**src/rtl/inst_fetch.sv**
```systemverilog
// IF stage: owns the PC and assembles each 32-bit instruction from four byte reads.
// Bytes are stored little-endian. A redirect from ID may arrive at any point of a fetch.
module inst_fetch #(
  parameter logic [31:0] RESET_PC = 32'h0
) (
  input  logic        clk,
  input  logic        rst,
  input  logic [5:0]  stall,
  input  logic        branch_flag_i,
  input  logic [31:0] branch_target_i,
  output logic        mem_req_o,
  output logic [31:0] mem_addr_o,
  input  logic        mem_gnt_i,
  input  logic [7:0]  mem_rdata_i,
  output logic [31:0] pc_o,
  output logic [31:0] inst_o,
  output logic        stallreq_o
);

  typedef enum logic [1:0] {StIdle, StFetch, StLast, StDone} state_e;

  state_e      state_q, state_d;
  logic [31:0] pc_q, pc_d;
  logic [2:0]  idx_q, idx_d;
  logic [31:0] inst_buf_q, inst_buf_d;
  logic        pend_q, pend_d;
  logic [1:0]  pidx_q, pidx_d;
  logic        redirect;

  // Only stall[0] concerns the fetch stage.
  logic unused_stall;
  assign unused_stall = ^stall[5:1];

  assign redirect = branch_flag_i && (state_q != StIdle);

  always_comb begin
    state_d    = state_q;
    pc_d       = pc_q;
    idx_d      = idx_q;
    inst_buf_d = inst_buf_q;
    pend_d     = pend_q;
    pidx_d     = pidx_q;

    if (redirect) begin
      // The in-flight byte and any grant this cycle belong to the abandoned stream.
      pc_d    = branch_target_i;
      idx_d   = 3'd0;
      pend_d  = 1'b0;
      state_d = StFetch;
    end else begin
      if (pend_q) begin
        inst_buf_d[8*pidx_q +: 8] = mem_rdata_i;
        pend_d = 1'b0;
      end
      unique case (state_q)
        StIdle: state_d = StFetch;
        StFetch: begin
          if (mem_gnt_i) begin
            pend_d = 1'b1;
            pidx_d = idx_q[1:0];
            idx_d  = idx_q + 3'd1;
            if (idx_q == 3'd3) state_d = StLast;
          end
        end
        StLast: state_d = StDone;
        StDone: begin
          if (!stall[0]) begin
            pc_d    = pc_q + 32'd4;
            idx_d   = 3'd0;
            state_d = StFetch;
          end
        end
        default: state_d = StIdle;
      endcase
    end
  end

  always_ff @(posedge clk or posedge rst) begin
    if (rst) begin
      state_q    <= StIdle;
      pc_q       <= RESET_PC;
      idx_q      <= 3'd0;
      inst_buf_q <= 32'h0;
      pend_q     <= 1'b0;
      pidx_q     <= 2'd0;
    end else begin
      state_q    <= state_d;
      pc_q       <= pc_d;
      idx_q      <= idx_d;
      inst_buf_q <= inst_buf_d;
      pend_q     <= pend_d;
      pidx_q     <= pidx_d;
    end
  end

  assign mem_req_o  = (state_q == StFetch);
  assign mem_addr_o = (state_q == StFetch) ? pc_q + {29'd0, idx_q} : 32'h0;
  assign stallreq_o = (state_q == StFetch) || (state_q == StLast);
  assign inst_o     = (state_q == StDone) ? inst_buf_q : 32'h0;
  assign pc_o       = pc_q;

endmodule

```
**config.mk**
```make
export PLATFORM = sky130hd
export DESIGN_NAME = inst_fetch
export DESIGN_NICKNAME = d
export VERILOG_FILES = /design/src/rtl/inst_fetch.sv
export SDC_FILE = /design/constraint.sdc
export NUM_CORES = 1
export LEC_CHECK = 0
export BUFFER_PORTS_ARGS = -buffer_cell sky130_fd_sc_hd__buf_2
export CAP_MARGIN = 15
export CORE_AREA = 2 2 95 97
export CTS_BUF_LIST = sky130_fd_sc_hd__clkbuf_16
export DETAILED_ROUTE_END_ITERATION = 10
export DIE_AREA = 0 0 97 99
export PLACE_DENSITY = 0.85
export RECOVER_POWER = 25
export SLEW_MARGIN = 20
export SYNTH_ARGS = -nofsm -noshare
export SYNTH_HDL_FRONTEND = slang
export SYNTH_SLANG_ARGS = --single-unit
```
**constraint.sdc**
```tcl
create_clock -name clk -period 5.1 [get_ports clk]
set_input_delay 0.51 -clock clk [delete_from_list [all_inputs] [get_ports clk]]
set_output_delay 0.51 -clock clk [all_outputs]
set_load 0.01 [all_outputs]
```
==> metrics.txt <==
# TYPE chip_impl_metric gauge
chip_impl_metric{name="crit_buf_inv",unit=""} 2
chip_impl_metric{name="width_of_the_chip",unit="um"} 97
chip_impl_metric{name="drc",unit=""} 0
chip_impl_metric{name="final.setup_skew",unit="ns"} 0.00883
chip_impl_info{name="crit_path_max_delay_family",value="simple AND/OR/NAND/NOR gates"} 1
chip_impl_metric{name="floorplan.initialDensity",unit=""} 0.542
chip_impl_metric{name="core.rowCount",unit=""} 34
chip_impl_metric{name="grt_remaining_overflow",unit=""} 0
chip_impl_metric{name="grt_pass1_vias",unit=""} 4182
chip_impl_info{name="netlist.top_cell.by_area",value="sky130_fd_sc_hd__dfrtp_1"} 1
chip_impl_metric{name="cts_repair_resize_count",unit=""} 0
chip_impl_metric{name="drt_first_iter_violations",unit=""} 279
chip_impl_metric{name="largest_net_degree_at_the_start_of_global_routing",unit=""} 73
chip_impl_metric{name="post_layout_minimum_cycle_time",unit="ns"} 3.57
chip_impl_metric{name="setup-tns-final",unit="ns"} 0
chip_impl_info{name="clock-root-buffer",value="sky130_fd_sc_hd__clkbuf_16"} 1
chip_impl_info{name="crit_slowest_cell",value="sky130_fd_sc_hd__a2111o_1"} 1
chip_impl_metric{name="crit_fanout",unit=""} 13
chip_impl_metric{name="share_of_synthesized_area_spent_on_multiplexers",unit=""} 0.00890
chip_impl_metric{name="cts_buffer_depth",unit=""} 2
chip_impl_metric{name="synthXorXnorAreaFrac",unit=""} 0.104
chip_impl_metric{name="synth_nets",unit=""} 624
chip_impl_metric{name="finalWirelength",unit="um"} 12300
chip_impl_metric{name="post_drt_via_cell_ratio",unit=""} 5.61
chip_impl_metric{name="postCtsSetupRepairBufs",unit=""} 0
chip_impl_info{name="synthMostInstantiatedCell",value="sky130_fd_sc_hd__nand2_1"} 1
chip_impl_metric{name="leakage_power_summed_over_all_cells",unit="nW"} 2.65
chip_impl_metric{name="fp.dieArea",unit="um2"} 9600
chip_impl_metric{name="numPortBuffers",unit=""} 142
chip_impl_metric{name="global_placer_s_final_weighted_congestion",unit=""} 0.887
chip_impl_metric{name="crit_arrival",unit="ns"} 3.06
chip_impl_metric{name="report.power.total",unit="W"} 0.00225
chip_impl_metric{name="clkSinkCount",unit=""} 72
chip_impl_metric{name="yosys_warns",unit=""} 0
chip_impl_info{name="critical_path.startpoint_type",value="register"} 1
chip_impl_metric{name="seq_area_frac_synth",unit=""} 0.388
chip_impl_metric{name="drt_first_pass_iters",unit=""} 5
chip_impl_metric{name="synthDominantCellAreaShare",unit=""} 0.388
chip_impl_metric{name="final-setup-viol-count",unit=""} 0
chip_impl_metric{name="mean_cell_area_of_the_mapped_netlist",unit="um2"} 8.30
chip_impl_metric{name="synth_enable_flop_cells",unit=""} 0
chip_impl_metric{name="grt_util_all_layers",unit=""} 0.254
chip_impl_metric{name="synthArstFlopShare",unit=""} 1.00
chip_impl_info{name="synth_commonest_cells",value="121 x sky130_fd_sc_hd__nand2_1, 72 x sky130_fd_sc_hd__dfrtp_1, 69 x sky130_fd_sc_hd__o21ai_0"} 1
chip_impl_info{name="worstSetupPathType",value="register to output pin"} 1
chip_impl_metric{name="num_vias",unit=""} 4467
chip_impl_metric{name="period_share",unit=""} 0.701
chip_impl_metric{name="slew_headroom",unit=""} 0.373
chip_impl_metric{name="dpl.hpwl",unit="um"} 8750
chip_impl_metric{name="synthesis.area",unit="um2"} 4640
chip_impl_metric{name="count_of_inserted_antenna_diode_cells",unit=""} 0
chip_impl_metric{name="route.detailed.wl_per_inst",unit="um"} 15.5
chip_impl_metric{name="yosysUniqueCellTypes",unit=""} 43
chip_impl_metric{name="area_growth_syn_to_layout",unit="%"} 23.2
chip_impl_metric{name="peak_clock_frequency_supported_by_timing",unit="GHz"} 0.280
chip_impl_metric{name="design.portCount",unit=""} 148
chip_impl_metric{name="core-area",unit="um2"} 8550
chip_impl_metric{name="netlist_instances",unit=""} 559
chip_impl_metric{name="critical-path-max-stage-delay",unit="ns"} 0.64
chip_impl_metric{name="final_layout_size_suffix_gt1_frac",unit=""} 0.257
chip_impl_info{name="tritoncts",value="built"} 1
chip_impl_metric{name="report.final.hold_viol_count",unit=""} 0
chip_impl_info{name="post_synth_main_area_contributors",value="sky130_fd_sc_hd__dfrtp_1 39%, sky130_fd_sc_hd__nand2_1 9.8%, sky130_fd_sc_hd__and2_1 8.1%"} 1
chip_impl_metric{name="post_synthesis_adder_cell_area_fraction",unit=""} 0.0421
chip_impl_metric{name="ant_nets",unit=""} 0
chip_impl_metric{name="fin_util",unit=""} 0.668
chip_impl_metric{name="clock_insertion_delay_worst_skew",unit="ns"} 0.33
chip_impl_metric{name="antenna_found_initial",unit=""} 0
chip_impl_info{name="grt_setup_unrepaired",value="no"} 1
chip_impl_metric{name="crit_required",unit="ns"} 4.59
chip_impl_metric{name="grt_pass1_wl",unit="um"} 20100
chip_impl_metric{name="slew_at_the_pin_closest_to_its_max_slew_limit",unit="ns"} 0.933
chip_impl_metric{name="die-height",unit="um"} 99
chip_impl_info{name="worst_hold_path_type",value="input port to register"} 1
chip_impl_metric{name="power-per-cell-area",unit="nW/um2"} 394
chip_impl_metric{name="slew_viol_final",unit=""} 0
chip_impl_metric{name="cts.reportedPaths.clkPinSlew",unit="ns"} 0.06
chip_impl_metric{name="synth-simple-area-share",unit=""} 0.320
chip_impl_info{name="combinational_family_with_the_most_area_after_synthesis",value="simple AND/OR/NAND/NOR gates"} 1
chip_impl_metric{name="ys_ff_latch",unit=""} 72
chip_impl_metric{name="synth-compound-area-share",unit=""} 0.0966
chip_impl_info{name="outcome",value="finished, final reports clean"} 1
chip_impl_info{name="crit_path_cell_trace",value="ha_1 > inv_1 > fa_1 > nand2b_1 > a2111o_1 > nor4_1 > xor2_1 > and2_1 > buf_2"} 1
chip_impl_metric{name="cap_viol_max_count",unit=""} 0
chip_impl_metric{name="design.final.nets",unit=""} 748
chip_impl_metric{name="htree_num_levels",unit=""} 3
chip_impl_metric{name="ctsHoldBuffers",unit=""} 0
chip_impl_info{name="nature_of_the_critical_path_endpoint",value="output pin"} 1
chip_impl_metric{name="ir_drop",unit="uV"} 237
chip_impl_metric{name="cts-buffers-inserted",unit=""} 9
chip_impl_info{name="most_instantiated_flip_flop_cell_in_the_synthesis_netlist",value="sky130_fd_sc_hd__dfrtp_1"} 1
-- state kept, by name, summed over array words and instances, names as in the netlist --
signal and flops:
idx_q 3, inst_buf_q 32, pc_o 32, pend_q 1, pidx_q 2, state_q 2
-- final cells by class --
type,instances,area (um2)
fillers,709,2840
multi-input cells,440,2660
flip-flops and latches,72,1800
repair buffers,144,726
clock buffers,9,225
well taps,108,135
clock inverters,7,104
inverters,16,60.1
-- through the flow --
step / area (um2) / hold slack (ns) / worst slack (ns) / cells
final: 5710 / 0.372 / 1.53 / 796
after global routing: 5710 / 0.385 / 1.36 / 796
after CTS: 5710 / 0.370 / 1.53 / 796
after detailed placement: 5380 / 0.467 / 1.89 / 780
after global placement: 5380 / 0.455 / 1.96 / 780
after floorplan: 4640 / 0.442 / 2.25 / 559
-- worst register-to-register path, stage by stage (launching register included) --
cell and delay [ns]:
sky130_fd_sc_hd__dfrtp_1 0.42, sky130_fd_sc_hd__ha_2 0.58, sky130_fd_sc_hd__nand4b_1 0.35, sky130_fd_sc_hd__nor4_1 0.77, sky130_fd_sc_hd__nand3_1 0.18, sky130_fd_sc_hd__xnor2_1 0.19, sky130_fd_sc_hd__o21ai_0 0.09
-- layer usage --
metal / track usage / up-vias / routed length (um)
met4: 0.0975 / 0 / 314
met2: 0.414 / 210 / 5900
met1: 0.347 / 2111 / 5230
li1: - / 2117 / -
met5: 0 / - / 0
met3: 0.0369 / 29 / 907
-- cells in the final DEF (no fill, tap or decap), types with 2 or more instances in the layout --
cell type and n:
sky130_fd_sc_hd__buf_2 142, sky130_fd_sc_hd__nand2_1 121, sky130_fd_sc_hd__dfrtp_1 72, sky130_fd_sc_hd__o21ai_0 69, sky130_fd_sc_hd__and2_1 60, sky130_fd_sc_hd__xor2_1 34, sky130_fd_sc_hd__xnor2_1 21, sky130_fd_sc_hd__nand3_1 18
sky130_fd_sc_hd__inv_1 16, sky130_fd_sc_hd__nor3_1 13, sky130_fd_sc_hd__ha_1 12, sky130_fd_sc_hd__nor2_1 11, sky130_fd_sc_hd__nand4_1 11, sky130_fd_sc_hd__clkbuf_16 9, sky130_fd_sc_hd__nor4_2 7, sky130_fd_sc_hd__nor4_1 7
sky130_fd_sc_hd__or3_1 6, sky130_fd_sc_hd__a21oi_1 4, sky130_fd_sc_hd__nand2b_1 4, sky130_fd_sc_hd__nor2b_1 4, sky130_fd_sc_hd__and3_1 4, sky130_fd_sc_hd__clkinv_4 4, sky130_fd_sc_hd__mux2i_1 3, sky130_fd_sc_hd__nor3b_1 3
sky130_fd_sc_hd__nand3b_1 2, sky130_fd_sc_hd__or2_2 2, sky130_fd_sc_hd__or4_1 2, sky130_fd_sc_hd__o21ai_1 2, sky130_fd_sc_hd__o211ai_1 2, sky130_fd_sc_hd__a21boi_1 2, sky130_fd_sc_hd__ha_2 2, sky130_fd_sc_hd__bufinv_16 2
sky130_fd_sc_hd__buf_4 2
-- worst paths after layout --
path	startpoint	endpoint	slack [ns]	cells after the start
setup / recovery	idx_q[0]	mem_addr_o[26]	1.53	9
hold / removal	branch_target_i[0]	pc_o[0]	0.37	3
setup reg to reg	state_q[1]	pc_o[30]	2.39	6
hold reg to reg	inst_buf_q[7]	inst_buf_q[7]	0.48	2
max in group asynchronous	rst	pidx_q[0]	4.03	3
min in group asynchronous	rst	inst_buf_q[24]	0.47	3
-- cell families (layout without fill, tap and decap cells) --
| kind of cell | count (synthesis) | in the layout |
|---|---|---|
| adders and majority gates | 15 | 15 |
| AOI/OAI and AO/OA | 84 | 84 |
| DFF | 72 | 72 |
| buffers and inverters | 47 | 176 |
| and+or+nand+nor | 282 | 282 |
| xor gates and xnor gates | 55 | 55 |
| muxes | 4 | 4 |
-- where the power goes --
group,switching [W],internal (W)
combinational,0.000426,0.000306
clock,0.000260,0.000433
sequential,0.000132,0.000691
total,0.000819,0.00143
Note: power is estimated with default switching activity, not from simulation.
